File: config.mk
export PLATFORM = sky130hd
export DESIGN_NAME = fullchip_seq
export DESIGN_NICKNAME = d
export VERILOG_FILES = /design/src/rtl/fullchip_seq_pkg.sv /design/src/rtl/fullchip_seq_cnt.sv /design/src/rtl/fullchip_seq.sv
export SDC_FILE = /design/constraint.sdc
export NUM_CORES = 1
export LEC_CHECK = 0
export ABC_CLOCK_PERIOD_IN_PS = 6000
export CAP_MARGIN = 30
export CORE_MARGIN = 3
export CORE_UTILIZATION = 45
export CTS_CLUSTER_SIZE = 12
export DETAILED_ROUTE_END_ITERATION = 6
export GPL_TIMING_DRIVEN = 1
export PLACE_DENSITY_LB_ADDON = 0.2
export SLEW_MARGIN = 20
export SYNTH_ARGS = -nofsm -noshare
export SYNTH_HDL_FRONTEND = slang
export SYNTH_SLANG_ARGS = --single-unit
File: constraint.sdc
create_clock -name clk -period 6 [get_ports clk]
set_clock_uncertainty 0.05 [all_clocks]
set_input_delay 0.9 -clock clk [delete_from_list [all_inputs] [get_ports clk]]
set_output_delay 0.9 -clock clk [all_outputs]
set_load 0.005 [all_outputs]
File: src/rtl/fullchip_seq_pkg.sv
// Shared state encoding and instruction-word layout for the fullchip instruction sequencer.
package fullchip_seq_pkg;

    typedef enum logic [3:0] {
        IDLE, QWR, KWR, LOAD, GAP, EXEC, DRAIN, MOVE, RDBK, DONE
    } state_e;

    localparam int INST_W        = 17;
    localparam int INST_OFIFO_RD = 16;
    localparam int INST_EXECUTE  = 7;
    localparam int INST_LOAD     = 6;
    localparam int INST_QMEM_RD  = 5;
    localparam int INST_QMEM_WR  = 4;
    localparam int INST_KMEM_RD  = 3;
    localparam int INST_KMEM_WR  = 2;
    localparam int INST_PMEM_RD  = 1;
    localparam int INST_PMEM_WR  = 0;

    localparam int QK_ADD_LSB   = 12;
    localparam int PMEM_ADD_LSB = 8;

    localparam logic [INST_W-1:0] QK_ADD_MASK = 17'h0F000;

    function automatic logic [INST_W-1:0] addr_field(input int unsigned lsb, input logic [3:0] addr);
        return INST_W'(addr) << lsb;
    endfunction

endpackage

File: src/rtl/fullchip_seq_cnt.sv
// 5-bit loadable up-counter with terminal-count flag; a single instance times every sequencer phase.
module fullchip_seq_cnt (
    input  logic       clk,
    input  logic       rst_n,
    input  logic       load_i,
    input  logic       en_i,
    input  logic [4:0] load_val_i,
    input  logic [4:0] term_i,
    output logic [4:0] cnt_o,
    output logic       tc_o
);
    logic [4:0] cnt_q, cnt_d;

    // NOTE: default first so every path assigns cnt_d; a missing else branch would infer a latch.
    always_comb begin
        cnt_d = cnt_q;
        if (load_i)
            cnt_d = load_val_i;
        else if (en_i)
            cnt_d = cnt_q + 5'd1;
    end

    // NOTE: non-blocking so every register updates from the same pre-edge values.
    always_ff @(posedge clk or negedge rst_n) begin
        if (!rst_n)
            cnt_q <= 5'd0;
        else
            cnt_q <= cnt_d;
    end

    assign cnt_o = cnt_q;
    assign tc_o  = (cnt_q == term_i);

endmodule

File: src/rtl/fullchip_seq.sv
// Instruction sequencer driving fullchip's inst/mem_in buses from a host Q/K vector stream.
// Build option: define FULLCHIP_SEQ_READBACK_EN to add the pmem readback phase (RDBK) and rd_valid.
module fullchip_seq
    import fullchip_seq_pkg::*;
#(
    parameter int bw        = 8,
    parameter int pr        = 16,
    parameter int col       = 8,
    parameter int load_gap  = 10,
    parameter int drain_cyc = 10
) (
    input  logic                clk,
    input  logic                reset,
    input  logic                start,
    input  logic [3:0]          num_q,
    input  logic [pr*bw-1:0]    din,
    input  logic                din_valid,
    output logic                din_ready,
    output logic [INST_W-1:0]   inst,
    output logic [pr*bw-1:0]    mem_in,
    output logic                busy,
    output logic                done,
    output logic                rd_valid
);
    state_e              state_q, state_d;
    logic [3:0]          num_q_q, num_q_d;
    logic [INST_W-1:0]   inst_q, inst_d;
    logic [pr*bw-1:0]    mem_in_q, mem_in_d;
    logic                din_ready_q, busy_q, done_q, done_d;
    logic                cnt_load, cnt_en, cnt_tc, beat;
    logic [4:0]          cnt, cnt_term;

    assign beat = din_valid && din_ready_q;

    fullchip_seq_cnt u_cnt (
        .clk        (clk),
        .rst_n      (reset),
        .load_i     (cnt_load),
        .en_i       (cnt_en),
        .load_val_i (5'd0),
        .term_i     (cnt_term),
        .cnt_o      (cnt),
        .tc_o       (cnt_tc)
    );

    // Next state: every phase ends when the shared counter reaches its terminal index.
    always_comb begin
        state_d  = state_q;
        num_q_d  = num_q_q;
        cnt_term = 5'd0;
        cnt_en   = 1'b0;
        cnt_load = 1'b0;
        case (state_q)
            IDLE: if (start) begin
                state_d = QWR;
                num_q_d = num_q;
            end
            QWR: begin
                cnt_term = {1'b0, num_q_q};
                cnt_en   = beat;
                if (beat && cnt_tc) state_d = KWR;
            end
            KWR: begin
                cnt_term = 5'(col - 1);
                cnt_en   = beat;
                if (beat && cnt_tc) state_d = LOAD;
            end
            LOAD: begin
                cnt_term = 5'(col + 1);
                cnt_en   = 1'b1;
                if (cnt_tc) state_d = GAP;
            end
            GAP: begin
                cnt_term = 5'(load_gap - 1);
                cnt_en   = 1'b1;
                if (cnt_tc) state_d = EXEC;
            end
            EXEC: begin
                cnt_term = {1'b0, num_q_q};
                cnt_en   = 1'b1;
                if (cnt_tc) state_d = DRAIN;
            end
            DRAIN: begin
                cnt_term = 5'(drain_cyc - 1);
                cnt_en   = 1'b1;
                if (cnt_tc) state_d = MOVE;
            end
            MOVE: begin
                cnt_term = {1'b0, num_q_q};
                cnt_en   = 1'b1;
`ifdef FULLCHIP_SEQ_READBACK_EN
                if (cnt_tc) state_d = RDBK;
`else
                if (cnt_tc) state_d = DONE;
`endif
            end
`ifdef FULLCHIP_SEQ_READBACK_EN
            RDBK: begin
                cnt_term = {1'b0, num_q_q};
                cnt_en   = 1'b1;
                if (cnt_tc) state_d = DONE;
            end
`endif
            DONE:    state_d = IDLE;
            default: state_d = IDLE;
        endcase
        if (state_d != state_q) cnt_load = 1'b1;
    end

    // Output words for the current phase cycle; they appear on inst one edge later.
    always_comb begin
        inst_d   = '0;
        mem_in_d = mem_in_q;
        done_d   = 1'b0;
        case (state_q)
            QWR, KWR: begin
                if (beat) begin
                    mem_in_d = din;
                    inst_d   = addr_field(QK_ADD_LSB, cnt[3:0]);
                    if (state_q == QWR)
                        inst_d[INST_QMEM_WR] = 1'b1;
                    else
                        inst_d[INST_KMEM_WR] = 1'b1;
                end else begin
                    inst_d = inst_q & QK_ADD_MASK;
                end
            end
            LOAD: begin
                inst_d[INST_LOAD] = 1'b1;
                if (cnt != 5'd0 && cnt <= 5'(col)) begin
                    inst_d               = inst_d | addr_field(QK_ADD_LSB, 4'(cnt - 5'd1));
                    inst_d[INST_KMEM_RD] = 1'b1;
                end
            end
            EXEC: begin
                inst_d               = addr_field(QK_ADD_LSB, cnt[3:0]);
                inst_d[INST_EXECUTE] = 1'b1;
                inst_d[INST_QMEM_RD] = 1'b1;
            end
            MOVE: begin
                inst_d                = addr_field(PMEM_ADD_LSB, cnt[3:0]);
                inst_d[INST_OFIFO_RD] = 1'b1;
                inst_d[INST_PMEM_WR]  = 1'b1;
            end
`ifdef FULLCHIP_SEQ_READBACK_EN
            RDBK: begin
                inst_d               = addr_field(PMEM_ADD_LSB, cnt[3:0]);
                inst_d[INST_PMEM_RD] = 1'b1;
            end
`endif
            DONE:    done_d = 1'b1;
            default: ;
        endcase
    end

    always_ff @(posedge clk or negedge reset) begin
        if (!reset) begin
            state_q     <= IDLE;
            num_q_q     <= 4'd0;
            inst_q      <= '0;
            mem_in_q    <= '0;
            din_ready_q <= 1'b0;
            busy_q      <= 1'b0;
            done_q      <= 1'b0;
        end else begin
            state_q     <= state_d;
            num_q_q     <= num_q_d;
            inst_q      <= inst_d;
            mem_in_q    <= mem_in_d;
            din_ready_q <= (state_d == QWR) || (state_d == KWR);
            busy_q      <= (state_d != IDLE);
            done_q      <= done_d;
        end
    end

`ifdef FULLCHIP_SEQ_READBACK_EN
    logic rd_valid_q;

    // pmem data returns one cycle after its read address, so rd_valid trails pmem_rd.
    always_ff @(posedge clk or negedge reset) begin
        if (!reset)
            rd_valid_q <= 1'b0;
        else
            rd_valid_q <= inst_q[INST_PMEM_RD];
    end

    assign rd_valid = rd_valid_q;
`else
    assign rd_valid = 1'b0;
`endif

    assign din_ready = din_ready_q;
    assign inst      = inst_q;
    assign mem_in    = mem_in_q;
    assign busy      = busy_q;
    assign done      = done_q;

endmodule

======== After elaboration in Yosys (flattened, before gate mapping) ========
Index checks and enable logic that the tools add are counted.
word-level totals
  bits in registers ....................... 161
  output and inout port bits .............. 149
operators by class
  add/subtract/negate cells ............... 2
  magnitude comparators ................... 1
  equality and inequality tests ........... 13
  mux-type cells .......................... 20
  reduce and logical (&&, ||, !) cells .... 14
operator list
  operator                                             number
  one-hot mux 17 bit (4 select lines)                  1
  2-to-1 mux 16 bit                                    2
  2-to-1 mux 4 bit                                     8
  one-hot mux 4 bit (8 select lines)                   1
  equality test 4 x 3 -> 1 bit, second input constant  4
  equality test 4 x 2 -> 1 bit, second input constant  3
  one-hot mux 4 bit (3 select lines)                   1
  2-to-1 mux 5 bit                                     2
  equality test 4 x 1 -> 1 bit, second input constant  2
  OR reduction 3 bit                                   2
  adder 5 x 1 -> 5 bit, second input constant          1
  equality test 5 x 4 -> 1 bit                         1
  <= comparator 5 x 4 -> 1 bit, second input constant  1
  nonzero test 5 bit                                   1
  OR reduction 5 bit                                   1
  equality test 4 bit, second input constant           1
  logical NOT 4 bit                                    1
  2-to-1 mux 1 bit                                     4
  != test 4 bit                                        1
  AND reduction 2 bit                                  2
  nonzero test 4 bit                                   1
  subtractor 4 x 1 -> 4 bit, second input constant     1
  logical AND 1 bit                                    3
  != test 2 x 1 -> 1 bit, second input constant        1
  other kinds (4)                                      4

======== Depth between registers and ports, before layout ========
  depth after elaboration ................. 10
  mapped depth ............................ 9
  mapped depth without buffers ............ 8

======== Cells and area by module ========
Synthesis repeated with hierarchy kept, for this count alone.
unflattened totals
  cells, all modules ...................... 434
  area total of the unflattened synthesis .. 6824.0 sq um
modules (own cells, without submodules)
  module            instances  cells an instance  area each (sq um)
  fullchip_seq      1          403                6521.3
  fullchip_seq_cnt  1          31                 302.8

======== Least setup slack after synthesis ========
OpenSTA, ideal clock, no wires.
  path type ............................... input port to flip-flop
  start ................................... input din_valid
  end ..................................... register mem_in_q[15] (netlist: mem_in[15])
  library setup time ...................... 0.125 ns
  arrival ................................. 2.211 ns
  data required time ...................... 5.825 ns
  setup slack ............................. 3.614 ns
  stages on the path ...................... 6
  path buffers ............................ 2
  cell sequence ........................... and2_1 -> nand2_1 -> a21o_1 -> clkbuf_1 -> clkbuf_1 -> mux2_2
on the way
  cells in the longest elaborated chain, start to end .. 2
ends and longest elaborated chain
  element                        line                 RTL
  from (decl)                    fullchip_seq.sv:17   input logic din_valid,
  logical AND 1 bit              fullchip_seq.sv:33   assign beat = din_valid && din_ready_q;
  AND reduction 2 bit (no line)  n/a
  to (signal assigned)           fullchip_seq.sv:169  mem_in_q <= mem_in_d;
  to (decl)                      fullchip_seq.sv:28   logic [pr*bw-1:0] mem_in_q, mem_in_d;
No other way between the ends.
A chain may end at the register's enable or synchronous reset.

======== Worst setup path after layout ========
  start ................................... register state_q[3]
  end ..................................... register busy_q (netlist: busy)
on the way
  cells in the longest elaborated chain, start to end .. 8
ends and longest elaborated chain
  element                                                     line                                    RTL
  from (decl)                                                 fullchip_seq.sv:25                      state_e state_q, state_d;
  from (signal assigned)                                      fullchip_seq.sv:166                     state_q <= state_d;
  equality test 4 x 1 -> 1 bit, or another cell as far along  fullchip_seq.sv:53                      case (state_q)
  OR reduction 3 bit (no line)                                n/a
  one-hot mux 4 bit (3 select lines)                          fullchip_seq.sv:53
  equality test 5 x 4 -> 1 bit                                fullchip_seq_cnt.sv:32                  assign tc_o = (cnt_q == term_i);
  logical AND 1 bit                                           fullchip_seq.sv:61, fullchip_seq.sv:66
  2-to-1 mux 4 bit (on tied branches)                         fullchip_seq.sv:66, fullchip_seq.sv:61
  one-hot mux 4 bit (8 select lines) (*)                      fullchip_seq.sv:53
  nonzero test 4 bit (*)                                      fullchip_seq.sv:171                     busy_q <= (state_d != IDLE);
  to (signal assigned)                                        fullchip_seq.sv:171
  to (decl)                                                   fullchip_seq.sv:29                      logic din_ready_q, busy_q, done_q, done_d;
Mark *: on every way between the ends. The rest lies on a longest branch, timed or not.

==> impl_metrics.json <==
{
  "vias_per_cell": 5.04,
  "grt_util_met3_pct": 8.19,
  "pin_count": 285,
  "startpoint_type": "flop",
  "synth_xor_xnor_area_share_pct": 0.822,
  "critPathMaxFanout": 28,
  "crit_chain": "or4b_4 > o311ai_1 > o31a_2 > nand4_2 > o21ba_1 > or4_1",
  "status": "completed",
  "rsz0062_at_grt": "no",
  "postSynthAreaPerCell_um2": 14.3,
  "cts_setup_buffers": 0,
  "synth_compound_gate_area_share_pct": 4.64,
  "slew_headroom_pct": 45.1,
  "grt_most_used_layer": "met2",
  "synthAdderAreaFrac_pct": 0.764,
  "crit_path_end_kind": "flop",
  "setup_ws_ns": 3.01,
  "drtPass1Iterations": 4,
  "max_clock_freq_mhz": 335,
  "cts_resized": 0,
  "hold_buffers": 0,
  "antenna_found_initial": 0,
  "drive_gt1_share_pct": 23.9,
  "worst_slew_pin_slew_ns": 0.823,
  "cp_slowest_cell": "dfrtp_1",
  "crit_type": "reg -> reg",
  "synthArstFlopShare_pct": 100,
  "holdPathEnd": "inst[15]",
  "route.detailed.drc": 0,
  "crit_arrival_ns": 3.21,
  "syn_inst": 447,
  "slew_violations": 0,
  "fillers": 900,
  "start_util_pct": 47.1,
  "synth_top_family_by_area": "multiplexers",
  "numCtsBuffers": 17,
  "clock-sinks": 158,
  "min_period_over_period_pct": 49.8,
  "cts_tree": "done",
  "ir_drop_mv": 0.301,
  "nets": 861,
  "synth_mux_area_share_pct": 23.6,
  "ys_seq_area_share_pct": 61.9,
  "reg2reg_from": "state_q[3]",
  "grt_util_met2_pct": 38.3,
  "min_from": "inst[15]",
  "synth-main-ff-cell": "dfrtp_1",
  "synth_area_leaders": "dfrtp_1 (62%), mux2_2 (23%), nor2_1 (1.0%), nand2_1 (0.88%), buf_2 (0.86%)",
  "use_met1_pct": 25.7,
  "syn_area_mm2": 0.00639,
  "drv_cap": 0,
  "drt-total-wl_um": 17400,
  "avgRoutedWirePerCell_um": 19.1,
  "cts.path.max_buffers": 2,
  "grt_first_pass_wirelength_um": 27200,
  "grt.total_usage_pct": 22.4,
  "yosys_warnings": 0,
  "clk_pin_slew_worst_paths_ns": 0.06,
  "r2r_setup_slack_ns": 3.01,
  "hold_violations": 0,
  "rows": 42,
  "finalSetupTns_ns": 0,
  "synthSimpleGateAreaFrac_pct": 5.48,
  "place.gp.congestion": 0.883,
  "die_h_um": 125,
  "clk_latency_ns": 0.42,
  "grt_max_degree": 89,
  "drt.antenna.violating_nets": 0,
  "mostFrequentLayoutCells": "clkdlybuf4s50_1 (281), dfrtp_1 (158), mux2_2 (132)",
  "pwr_density_cell_mw_per_mm2": 534,
  "portBuffers": 282,
  "synth_edf_count": 0,
  "antenna_cells": 0,
  "required_ns": 6.23,
  "vias": 4588,
  "hold_depth": 2,
  "ys_ff_latch": 158,
  "grt_pass1_vias": 4860,
  "holdCritPathClass": "reg -> reg",
  "cts_root_buffer": "clkbuf_16",
  "layout_commonest_cell": "clkdlybuf4s50_1",
  "final.min_clock_period_ns": 2.99,
  "grt-ovfl-total": 0,
  "area_growth_pct": 55.3,
  "drtIter0Drc": 243,
  "p_leak_nw": 4.15,
  "cts_max_level": 4,
  "synth_top_area_share_pct": 61.9,
  "die-area_mm2": 0.0157,
  "r2r-end": "busy",
  "post-dp-hpwl_um": 12900,
  "die_x_um": 125,
  "finalSetupViolCount": 0,
  "yosys.area.top_type": "dfrtp_1",
  "max_stage_delay_ns": 0.67,
  "worstRegToRegCells": 6,
  "ys_types": 51,
  "core_area_mm2": 0.0136,
  "place_ws_ns": 2.91
}
==> per-layer routing <==
layer / routed length [um] / up-vias
li1: - / 2129
met1: 6590 / 2222
met2: 8830 / 210
met3: 1530 / 27
met4: 471 / 0
met5: 0 / -
==> logic make-up after synthesis <==
family | count (synthesis)
AOI/OAI and AO/OA | 41
and+or+nand+nor | 67
other | 1
muxes | 134
buffers and inverters | 36
DFF | 158
adders and majority gates | 4
xor gates and xnor gates | 6
==> power breakdown <==
part / switching, mW / total, mW / internal [mW] / leakage, nW
clock network: 0.414 / 1.09 / 0.673 / 0.293
logic: 0.825 / 2.32 / 1.49 / 1.97
registers: 0.314 / 1.90 / 1.58 / 1.88
==> worst max-delay path: cells and delay by family (launching register included) <==
kind             cells  cell delay (ns)
AO/OA/AOI/OAI        3             0.64
flip-flops           1             0.67
AND/OR/NAND/NOR      3             1.49
==> state kept, by name, summed over array words and instances, names as in the netlist <==
| name | count |
|---|---|
| num_q_q | 4 |
| u_cnt.cnt_o | 5 |
| busy | 1 |
| state_q | 4 |
| done | 1 |
| inst | 14 |
| mem_in | 128 |
| din_ready | 1 |
==> worst max path at each step <==
stage / startpoint / to / slack (ns) / depth (start not counted)
after floorplan: din_valid / mem_in[15] / 3.61 / 6
after global placement: din_valid / mem_in[54] / 2.93 / 6
after detailed placement: din_valid / u_cnt.cnt_o[3] / 2.91 / 7
after CTS: state_q[3] / busy / 3.03 / 6
after global routing: state_q[3] / u_cnt.cnt_o[0] / 2.83 / 6
final: state_q[3] / busy / 3.01 / 6
==> area by class of cell <==
| class | count | area (um2) | share of cell area, % |
|---|---|---|---|
| timing repair buffer | 286 | 2870 | 28.9 |
| sequential | 158 | 3950 | 39.8 |
| tap | 176 | 220 | 2.22 |
| multi-input combinational | 254 | 2270 | 22.9 |
| clock buffer | 21 | 460 | 4.64 |
| clock inverter | 11 | 139 | 1.40 |
| inverter | 5 | 18.8 | 0.189 |
==> synth_stat cells, types with 2 or more instances <==
| master | instances |
|---|---|
| a2111oi_0 | 5 |
| a211o_1 | 2 |
| a211oi_1 | 2 |
| a21oi_1 | 7 |
| and2_1 | 3 |
| buf_1 | 3 |
| buf_2 | 11 |
| buf_4 | 4 |
| buf_6 | 2 |
| clkbuf_1 | 11 |
| dfrtp_1 | 158 |
| ha_1 | 3 |
| inv_1 | 5 |
| mux2_2 | 132 |
| mux2i_1 | 2 |
| nand2_1 | 15 |
| nand2b_1 | 6 |
| nand4_1 | 2 |
| nor2_1 | 17 |
| nor2b_1 | 3 |
| nor3_1 | 7 |
| nor3b_1 | 2 |
| nor4_1 | 2 |
| o211ai_1 | 2 |
| o21ai_0 | 10 |
| or2_2 | 2 |
| xnor2_1 | 3 |
| xor2_1 | 3 |
==> per-stage QoR <==
stage	cell area, um2	power, mW	cells	utilization, %	hold slack, ns
floorplan	6390	2.91	448	-	0.413
global route	9930	5.60	911	73.2	0.460
finish	9930	5.30	911	73.2	0.413
global placement	9310	4.13	878	68.7	0.406
detailed placement	9310	4.23	878	68.7	0.407
CTS	9910	5.35	910	73.1	0.420
Note: power is estimated with default switching activity, not from simulation.
